$ cat config.mk
export PLATFORM = sky130hd
export DESIGN_NAME = uart_tx_feeder_flat
export DESIGN_NICKNAME = d
export VERILOG_FILES = /design/src/rtl/uart_pkg.sv /design/src/rtl/uart_tx_feeder_if.sv /design/src/rtl/uart_sync_fifo.sv /design/src/rtl/uart_tx_feeder.sv /design/src/flat_wrapper.sv
export SDC_FILE = /design/constraint.sdc
export NUM_CORES = 1
export LEC_CHECK = 0
export ABC_AREA = 1
export ABC_CLOCK_PERIOD_IN_PS = 2440
export BUFFER_PORTS_ARGS = -buffer_cell sky130_fd_sc_hd__buf_2
export CORE_UTILIZATION = 58
export CTS_BUF_LIST = sky130_fd_sc_hd__clkbuf_8
export CTS_CLUSTER_DIAMETER = 30
export CTS_CLUSTER_SIZE = 24
export DETAILED_ROUTE_END_ITERATION = 10
export PLACE_DENSITY_LB_ADDON = 0.05
export SETUP_SLACK_MARGIN = 0.1
export SYNTH_ARGS = -nofsm -noshare
export SYNTH_HDL_FRONTEND = slang
export SYNTH_SLANG_ARGS = --single-unit
$ cat constraint.sdc
create_clock -name clk -period 2.44 [get_ports clk]
set_input_delay 0 -clock clk [delete_from_list [all_inputs] [get_ports clk]]
set_output_delay 0 -clock clk [all_outputs]
set_load 0.005 [all_outputs]
$ cat src/rtl/uart_pkg.sv
// Shared types and widths for the UART transmit-side blocks.
package uart_pkg;

  localparam int UART_DATA_W = 8;

  typedef enum logic [1:0] {
    IDLE,
    ISSUE,
    WAIT_BUSY,
    WAIT_DONE
  } feeder_state_t;

endpackage

$ cat src/rtl/uart_tx_feeder_if.sv
// Host-side byte handshake into uart_tx_feeder (valid/ready, push on valid && ready).
interface uart_tx_feeder_if;
  import uart_pkg::*;

  logic [UART_DATA_W-1:0] wr_data;
  logic                   wr_valid;
  logic                   wr_ready;

  modport master (output wr_data, output wr_valid, input wr_ready);
  modport slave  (input wr_data, input wr_valid, output wr_ready);

endinterface

$ cat src/rtl/uart_sync_fifo.sv
// Synchronous byte FIFO with wrap-bit pointers and a registered read port.
// The occupancy counter exists only when UART_TX_FEEDER_LEVEL_EN is defined.
module uart_sync_fifo
  import uart_pkg::*;
#(
  parameter int DEPTH = 16
) (
  input  logic                   clk,
  input  logic                   reset,
  input  logic                   push,
  input  logic [UART_DATA_W-1:0] push_data,
  input  logic                   pop,
  output logic [UART_DATA_W-1:0] pop_data,
  output logic                   full,
  output logic                   empty,
  output logic                   push_drop
`ifdef UART_TX_FEEDER_LEVEL_EN
  ,
  output logic [$clog2(DEPTH):0] level
`endif
);

  localparam int AW = $clog2(DEPTH);

  logic [UART_DATA_W-1:0] mem [DEPTH];
  logic [AW:0]            wr_ptr_reg;
  logic [AW:0]            rd_ptr_reg;
  logic [UART_DATA_W-1:0] pop_data_reg;
  logic                   do_push;
  logic                   do_pop;

  assign full  = (wr_ptr_reg[AW] != rd_ptr_reg[AW]) &&
                 (wr_ptr_reg[AW-1:0] == rd_ptr_reg[AW-1:0]);
  assign empty = (wr_ptr_reg == rd_ptr_reg);

  // A pop frees the head slot in the same edge, so a push against a full
  // FIFO is still taken when it coincides with a pop.
  assign do_pop    = pop && !empty;
  assign do_push   = push && (!full || do_pop);
  assign push_drop = push && !do_push;

  assign pop_data = pop_data_reg;

  always_ff @(posedge clk) begin
    if (do_push) begin
      mem[wr_ptr_reg[AW-1:0]] <= push_data;
    end
  end

  // The read register doubles as the holding register for the popped byte.
  always_ff @(posedge clk) begin
    if (reset) begin
      wr_ptr_reg   <= '0;
      rd_ptr_reg   <= '0;
      pop_data_reg <= '0;
    end else begin
      if (do_push) begin
        wr_ptr_reg <= wr_ptr_reg + 1'b1;
      end
      if (do_pop) begin
        rd_ptr_reg   <= rd_ptr_reg + 1'b1;
        pop_data_reg <= mem[rd_ptr_reg[AW-1:0]];
      end
    end
  end

`ifdef UART_TX_FEEDER_LEVEL_EN
  logic [AW:0] level_reg;

  always_ff @(posedge clk) begin
    if (reset) begin
      level_reg <= '0;
    end else begin
      case ({do_push, do_pop})
        2'b10:   level_reg <= level_reg + 1'b1;
        2'b01:   level_reg <= level_reg - 1'b1;
        default: level_reg <= level_reg;
      endcase
    end
  end

  assign level = level_reg;
`endif

endmodule

$ cat src/rtl/uart_tx_feeder.sv
// Buffers host bytes and drains them into the uart transmitter, pacing on tx_busy.
// Defining UART_TX_FEEDER_LEVEL_EN adds the FIFO occupancy output 'level'.
module uart_tx_feeder
  import uart_pkg::*;
#(
  parameter int DEPTH        = 16,
  parameter int BUSY_TIMEOUT = 8
) (
  input  logic                   clk,
  input  logic                   reset,
  uart_tx_feeder_if.slave        wr_if,
  input  logic                   ovf_clr,
  output logic [UART_DATA_W-1:0] uart_din,
  output logic                   uart_wr_en,
  input  logic                   uart_tx_busy,
  output logic                   empty,
  output logic                   overflow,
  output logic                   tx_timeout
`ifdef UART_TX_FEEDER_LEVEL_EN
  ,
  output logic [$clog2(DEPTH):0] level
`endif
);

  localparam int                CNT_W    = $clog2(BUSY_TIMEOUT + 1);
  localparam logic [CNT_W-1:0]  CNT_LAST = CNT_W'(BUSY_TIMEOUT - 1);

  feeder_state_t    state_reg, state_next;
  logic [CNT_W-1:0] cnt_reg, cnt_next;
  logic             uart_wr_en_reg;
  logic             overflow_reg;
  logic             tx_timeout_reg;
  logic             fifo_full;
  logic             fifo_empty;
  logic             fifo_pop;
  logic             push_drop;
  logic             timeout_set;

  uart_sync_fifo #(
    .DEPTH (DEPTH)
  ) u_fifo (
    .clk       (clk),
    .reset     (reset),
    .push      (wr_if.wr_valid),
    .push_data (wr_if.wr_data),
    .pop       (fifo_pop),
    .pop_data  (uart_din),
    .full      (fifo_full),
    .empty     (fifo_empty),
    .push_drop (push_drop)
`ifdef UART_TX_FEEDER_LEVEL_EN
    ,
    .level     (level)
`endif
  );

  assign wr_if.wr_ready = ~fifo_full;
  assign empty          = fifo_empty;
  assign uart_wr_en     = uart_wr_en_reg;
  assign overflow       = overflow_reg;
  assign tx_timeout     = tx_timeout_reg;

  always_ff @(posedge clk) begin
    if (reset) begin
      state_reg      <= IDLE;
      cnt_reg        <= '0;
      uart_wr_en_reg <= 1'b0;
    end else begin
      state_reg      <= state_next;
      cnt_reg        <= cnt_next;
      uart_wr_en_reg <= (state_reg == ISSUE);
    end
  end

  always_comb begin
    state_next  = state_reg;
    cnt_next    = cnt_reg;
    fifo_pop    = 1'b0;
    timeout_set = 1'b0;
    unique case (state_reg)
      IDLE: begin
        cnt_next = '0;
        if (!fifo_empty && !uart_tx_busy) begin
          fifo_pop   = 1'b1;
          state_next = ISSUE;
        end
      end
      ISSUE: begin
        cnt_next   = '0;
        state_next = WAIT_BUSY;
      end
      WAIT_BUSY: begin
        if (uart_tx_busy) begin
          state_next = WAIT_DONE;
        end else if (cnt_reg == CNT_LAST) begin
          timeout_set = 1'b1;
          state_next  = IDLE;
        end else begin
          cnt_next = cnt_reg + 1'b1;
        end
      end
      WAIT_DONE: begin
        // Leaving WAIT_DONE performs the IDLE decision in the same cycle so the
        // next pulse lands two cycles after tx_busy falls.
        if (!uart_tx_busy) begin
          cnt_next = '0;
          if (!fifo_empty) begin
            fifo_pop   = 1'b1;
            state_next = ISSUE;
          end else begin
            state_next = IDLE;
          end
        end
      end
      default: state_next = IDLE;
    endcase
  end

  always_ff @(posedge clk) begin
    if (reset) begin
      overflow_reg   <= 1'b0;
      tx_timeout_reg <= 1'b0;
    end else begin
      if (ovf_clr) begin
        overflow_reg <= 1'b0;
      end else if (push_drop) begin
        overflow_reg <= 1'b1;
      end
      if (ovf_clr) begin
        tx_timeout_reg <= 1'b0;
      end else if (timeout_set) begin
        tx_timeout_reg <= 1'b1;
      end
    end
  end

endmodule

$ cat src/flat_wrapper.sv
// flat-port wrapper written by rule: the top's interface ports become plain ports
module uart_tx_feeder_flat import uart_pkg::*;
#(
  parameter int DEPTH        = 16,
  parameter int BUSY_TIMEOUT = 8
)
  (clk, reset, ovf_clr, uart_din, uart_wr_en, uart_tx_busy, empty, overflow, tx_timeout, wr_if_wr_data, wr_if_wr_valid, wr_if_wr_ready);
  uart_tx_feeder_if wr_if_i ();
  input  logic clk;
  input  logic reset;
  input  logic ovf_clr;
  output logic [UART_DATA_W-1:0] uart_din;
  output logic uart_wr_en;
  input  logic uart_tx_busy;
  output logic empty;
  output logic overflow;
  output logic tx_timeout;
  input wire logic [$bits(wr_if_i.wr_data)-1:0] wr_if_wr_data;
  input wire logic [$bits(wr_if_i.wr_valid)-1:0] wr_if_wr_valid;
  output wire logic [$bits(wr_if_i.wr_ready)-1:0] wr_if_wr_ready;
  assign wr_if_i.wr_data = wr_if_wr_data;
  assign wr_if_i.wr_valid = wr_if_wr_valid;
  assign wr_if_wr_ready = wr_if_i.wr_ready;
  uart_tx_feeder #(.DEPTH(DEPTH), .BUSY_TIMEOUT(BUSY_TIMEOUT)) u_core (.clk(clk), .reset(reset), .wr_if(wr_if_i), .ovf_clr(ovf_clr), .uart_din(uart_din), .uart_wr_en(uart_wr_en), .uart_tx_busy(uart_tx_busy), .empty(empty), .overflow(overflow), .tx_timeout(tx_timeout));
endmodule
== After elaboration in Yosys (flattened, before gate mapping) ==
Memory sizes are Yosys's and may differ from the RTL's. A register that Yosys moved wholly into a read port is not among the register bits.
Cells that the tools add are included.
Operators by class
  muxes and demuxes: 19
  bitwise logic cells: 1
  add/subtract/negate cells: 3
  shift operators: 0
  equal/unequal tests: 12
  magnitude comparators: 0
  reduce and logical (&&, ||, !) cells: 15
  div/mod/pow operators: 0
  $mul: 0
Operators with widths (number)
  $mux W4: 3
  $pmux W4 S3: 1
  $add A5 B1 Y5 const B: 2
  $mux W1: 9
  $mux W2: 4
  $pmux W2 S4: 1
  $ne A2 B2 Y1 const B: 3
  $reduce_and A3 Y1: 2
  $eq A5 B5 Y1: 1
  $logic_and A1 B1 Y1: 5
  $add A4 B1 Y4 const B: 1
  $eq A2 B2 Y1 const B: 2
  $eq A4 B3 Y1 const B: 1
  $eq A4 B4 Y1: 1
  $logic_not A1 Y1: 4
  $reduce_or A2 Y1: 2
  $ne A3 B2 Y1 const B: 1
  $eq A2 B1 Y1 const B: 1
  $logic_not A2 Y1: 1
  $ne A2 B1 Y1 const B: 1
  $pmux W1 S2: 1
  $logic_or A1 B1 Y1: 1
  $ne A1 B1 Y1: 1
  $not A1 Y1: 1
Word-level totals
  memories: 1
  bits in read-only memories: 0
  output and inout bits: 13
  word-level logic and storage cells: 58
  bits in latches: 0
  input port bits: 13
  RAM bits: 128
  register bits: 19
Memory list
  u_core.u_fifo.mem: words 16, bits a word 8, read ports 1, clocked after Yosys merged registers in 1, wr ports 1, RTL line uart_sync_fifo.sv:25  | logic [UART_DATA_W-1:0] mem [DEPTH];

== Logic depth before layout (Yosys ltp) ==
  word-level depth: 10
  gate-level depth with buffers: 12
  depth with buffers taken out: 11

== Modules after synthesis ==
From an unflattened synthesis, not the netlist that was laid out.
Unflattened totals
  cell total of the unflattened synthesis: 662
  area total of the unflattened synthesis: 6740.2 um^2
By module, submodules not included
  uart_sync_fifo: cells each 572, area each 6145.9 um^2, instances 1, sequential area each 4204.0 um^2
  uart_tx_feeder: cells each 90, area each 594.3 um^2, instances 1, sequential area each 180.2 um^2

== Worst setup path before layout ==
No wires, ideal clock.
  path kind: flip-flop to flip-flop
  start point: register u_core.state_reg[0]
  end point: memory u_core.u_fifo.mem[11][0] (enable)
  library setup time: 383 ps
  data required time: 2057 ps
  period minus slack after synthesis: 2422 ps
  data arrival time: 2039 ps
  path slack: 18 ps
  stages on the path, launching flop included: 7
  buffers on the path: 0
  cells stage by stage: dfxtp_1 > inv_1 > ha_1 > o21bai_1 > o211ai_2 > nand2_2 > nor3_1
On the way
  cells in the longest elaborated chain, start to end: 7
  elaborated cells on any way between the ends: 8
  those cells by class: eq/ne (1); mux (3); reduce/logical (4)
RTL lines
  from (decl): RTL line uart_tx_feeder.sv:28  | feeder_state_t state_reg, state_next;
  from (signal assigned): RTL line uart_tx_feeder.sv:69  | state_reg <= state_next;
  $eq A2 B2 Y1 or $logic_not A2 Y1 (tied branches): RTL line uart_tx_feeder.sv:80  | unique case (state_reg)
  $pmux W1 S2 (*): RTL line uart_tx_feeder.sv:80
  $logic_and A1 B1 Y1 (*): RTL line uart_sync_fifo.sv:38  | assign do_pop = pop && !empty;
  $logic_or A1 B1 Y1 (*): RTL line uart_sync_fifo.sv:39  | assign do_push = push && (!full || do_pop);
  $logic_and A1 B1 Y1 (*): RTL line uart_sync_fifo.sv:39
  $mux W1 (*): RTL line uart_sync_fifo.sv:45  | if (do_push) begin
  $mux W1 (implied by the code) (*): RTL line uart_sync_fifo.sv:46  | mem[wr_ptr_reg[AW-1:0]] <= push_data;
  to (decl): RTL line uart_sync_fifo.sv:25
Every way passes the cells marked *; elsewhere a longest branch is shown, timed or not.

== Worst setup path in the final report ==
  start point: register u_core.state_reg[0]
  end point: register u_core.overflow_reg (netlist: u_core.overflow)
On the way
  cells in the longest elaborated chain, start to end: 7
  elaborated cells on any way between the ends: 8
  those cells by class: eq/ne (1); mux (1); reduce/logical (6)
RTL lines
  $eq A2 B2 Y1 or $logic_not A2 Y1 (tied branches): RTL line uart_tx_feeder.sv:80
  $pmux W1 S2 (*): RTL line uart_tx_feeder.sv:80
  $logic_and A1 B1 Y1 (*): RTL line uart_sync_fifo.sv:38
  $logic_or A1 B1 Y1 (*): RTL line uart_sync_fifo.sv:39
  $logic_and A1 B1 Y1 (*): RTL line uart_sync_fifo.sv:39
  $logic_not A1 Y1 (*): RTL line uart_sync_fifo.sv:40  | assign push_drop = push && !do_push;
  $logic_and A1 B1 Y1 (*): RTL line uart_sync_fifo.sv:40
  to (signal assigned): RTL line uart_tx_feeder.sv:121  | overflow_reg <= 1'b0;
  to (signal assigned): RTL line uart_tx_feeder.sv:125  | overflow_reg <= 1'b0;
  to (signal assigned): RTL line uart_tx_feeder.sv:127  | overflow_reg <= 1'b1;
  to (decl): RTL line uart_tx_feeder.sv:31  | logic overflow_reg;
Marks and branches as above.
A chain may end at the register's enable or synchronous reset.

==> metrics.cfg <==
[status]
status=finished clean

[floorplan]
core_area_um2=10900
io_pins=26
rows=38
initial_utilization_pct=60.0
dieArea_um2=11700
dieWidth_um=108
die_h_um=108

[min_path]
hold_path_class=input port to register
min_from=ovf_clr

[timing]
min_period_over_period_pct=89.3
finClkSkew_ns=0.0136
slew_headroom_pct=64.0
timing.fmax_ghz=0.459
fin_ws_ns=0.261
slew_viol_final=0
period_needed_ns=2.18
rsz0062_at_grt=no
setup_viol=0
setup_tns_ns=0
final_hold_viol_count=0
worstMarginPinSlew_ns=0.538

[setup_path]
timing.rr.start=u_core.state_reg[0]
worstPathCellList=inv_1, ha_1, o21bai_2, o211ai_2, buf_4, inv_1, nand2_1, a21oi_1, dlygate4sd3_1
path_buf_inv=4
cp.required_ns=2.80
arrival_ns=2.54
cpMostUsedCell=inv_1
crit_family=buffers and inverters
ff2ff_setup_slack_ns=0.26
end_kind=register
max_stage_delay_ns=0.55
rr_endpoint=u_core.overflow
r2r.worst_path.cells=9
cp.depth=9
critPathKind=register to register
endpoint=u_core.overflow
cp_max_fo=6
critPathSlowestCell=dlygate4sd3_1
worstSetupStartpoint=u_core.state_reg[0]
worstSetupStartpointType=register

[cells_and_area]
mostFrequentLayoutCell=edfxtp_1
layout-drive-gt1-share_pct=15.4
seq_area_um2=4390
n_antenna_cell=0
multi_input_area_um2=1950
area_delta_synth_final_pct=13.8
largest_register_ffs=128
fin_nets=680
fin_area_um2=7460
nFillCells=853
final_core_util_pct=68.2
final_cell_mix=edfxtp_1 (128), nor2_1 (123), nand2_1 (86)

[yosys]
ys_ff_latch=155
ys_types=34
synth_top_area_share_pct=58.6
yosysWarnings=0
syn_area_um2=6560
avgSynthCellArea_um2=10.8
yosysSeqAreaShare_pct=66.9
synthTopCellsByArea=edfxtp_1 (59%), dfxtp_1 (8.2%), nor2_1 (7.2%)
yosysTopAreaCell=edfxtp_1
syn-num-nets=629
syn-instance-count=605

[routing]
routed_wl_um=14800
dr.pass1.iters=4
viasPerCell=5.64
wl_per_cell_um=18.3
vias=4563
drt_iter0_markers=276
drcViolationCount=0
antenna_left=0

[power]
leakage_nw=2.73
powerDensity_nw_per_um2=879
peakVddDrop_mv=0.537
total_power_w=0.00655

[clocking]
postCtsSetupBuffers=0
clock-sinks=155
cts_buffer_depth=2
clkLatencyLatePin_ns=0.46
clk_transition_reported_paths_ns=0.08
cts-root-buf=clkbuf_8
htreeDepth=4
numCtsBuffers=17
cts_tree=yes

[placed_design]
dp_hpwl_um=9750
place_congestion=0.853
place_ws_ns=0.113
post_dp_cell_area_um2=6900
portBuffers=25

[global_route]
grt_overflow_total=0
grt_max_degree=52
grt_pass1_wl_um=22600
antenna_found_initial=0
grt_pass1_vias=4362
grt_usage_pct=27.8

[job]
max-cap-violations=0

## worst min-delay path by stage
stage	endpoint	slack (ns)	cells after the start
finish	u_core.tx_timeout	0.33	4
global route	u_core.tx_timeout	0.36	4
CTS	u_core.tx_timeout	0.30	4
detailed placement	u_core.overflow	0.27	3
global placement	u_core.overflow	0.26	3
floorplan	u_core.u_fifo.mem[0][0]	0.1	0
## Yosys cell counts (all sizes together)
cell type	n
o22ai	13
nand4	1
a31oi	1
o21ai	79
edfxtp	128
nand3b	2
nor3	4
a21oi	12
or2	1
clkinv	1
nand2	91
and3	1
xor2	6
o21bai	1
o211ai	17
inv	30
buf	16
clkbuf	12
ha	11
nand3	20
dfxtp	27
nor2	128
xnor2	3
## timing repair
| item | CTS | global route |
|---|---|---|
| endpoints found under the hold margin | 146 | 0 |
| resized for setup | 0 | 6 |
| hold buffers | 13 | 0 |
| setup endpoints to repair | 0 | 101 |
## layer usage
layer | wire, um | vias to the layer above | global-route usage [%]
li1 | - | 2194 | -
met1 | 6220 | 2141 | 36.9
met2 | 6860 | 199 | 43.0
met3 | 1240 | 29 | 6.21
met4 | 463 | 0 | 14.3
met5 | 0 | - | 0
## tightest hold or removal path, delay by kind of cell
| kind | cells | cell delay, ns |
|---|---|---|
| buf+inv | 2 | 0.61 |
| simple gates | 2 | 0.14 |
## through the flow
step | hold slack (ns) | cells
after floorplan | 0.0989 | 605
after global placement | 0.260 | 764
after detailed placement | 0.272 | 764
after CTS | 0.296 | 809
after global routing | 0.357 | 809
final | 0.329 | 809
## layout make-up
cell class / count / share of cell area (%)
well taps: 140 / 2.35
flip-flops and latches: 155 / 58.8
inverters: 31 / 1.56
repair buffers: 60 / 5.64
clock buffers: 17 / 3.14
clock inverters: 15 / 2.36
multi-input cells: 391 / 26.1
## logic make-up after synthesis
logic type,after synthesis,share of synthesized area (%)
compound gates,123,10.6
buf+inv,59,3.80
flops,155,66.9
fa+ha+maj,11,2.10
simple gates,248,15.4
xor+xnor,9,1.20
## power by group
part / internal, W / total, W / switching, W
Sequential: 0.00297 / 0.00305 / 0.0000831
Clock: 0.00101 / 0.00195 / 0.000941
Combinational: 0.000498 / 0.00155 / 0.00106
Total: 0.00447 / 0.00655 / 0.00208
(Power assumes the default switching activity.)
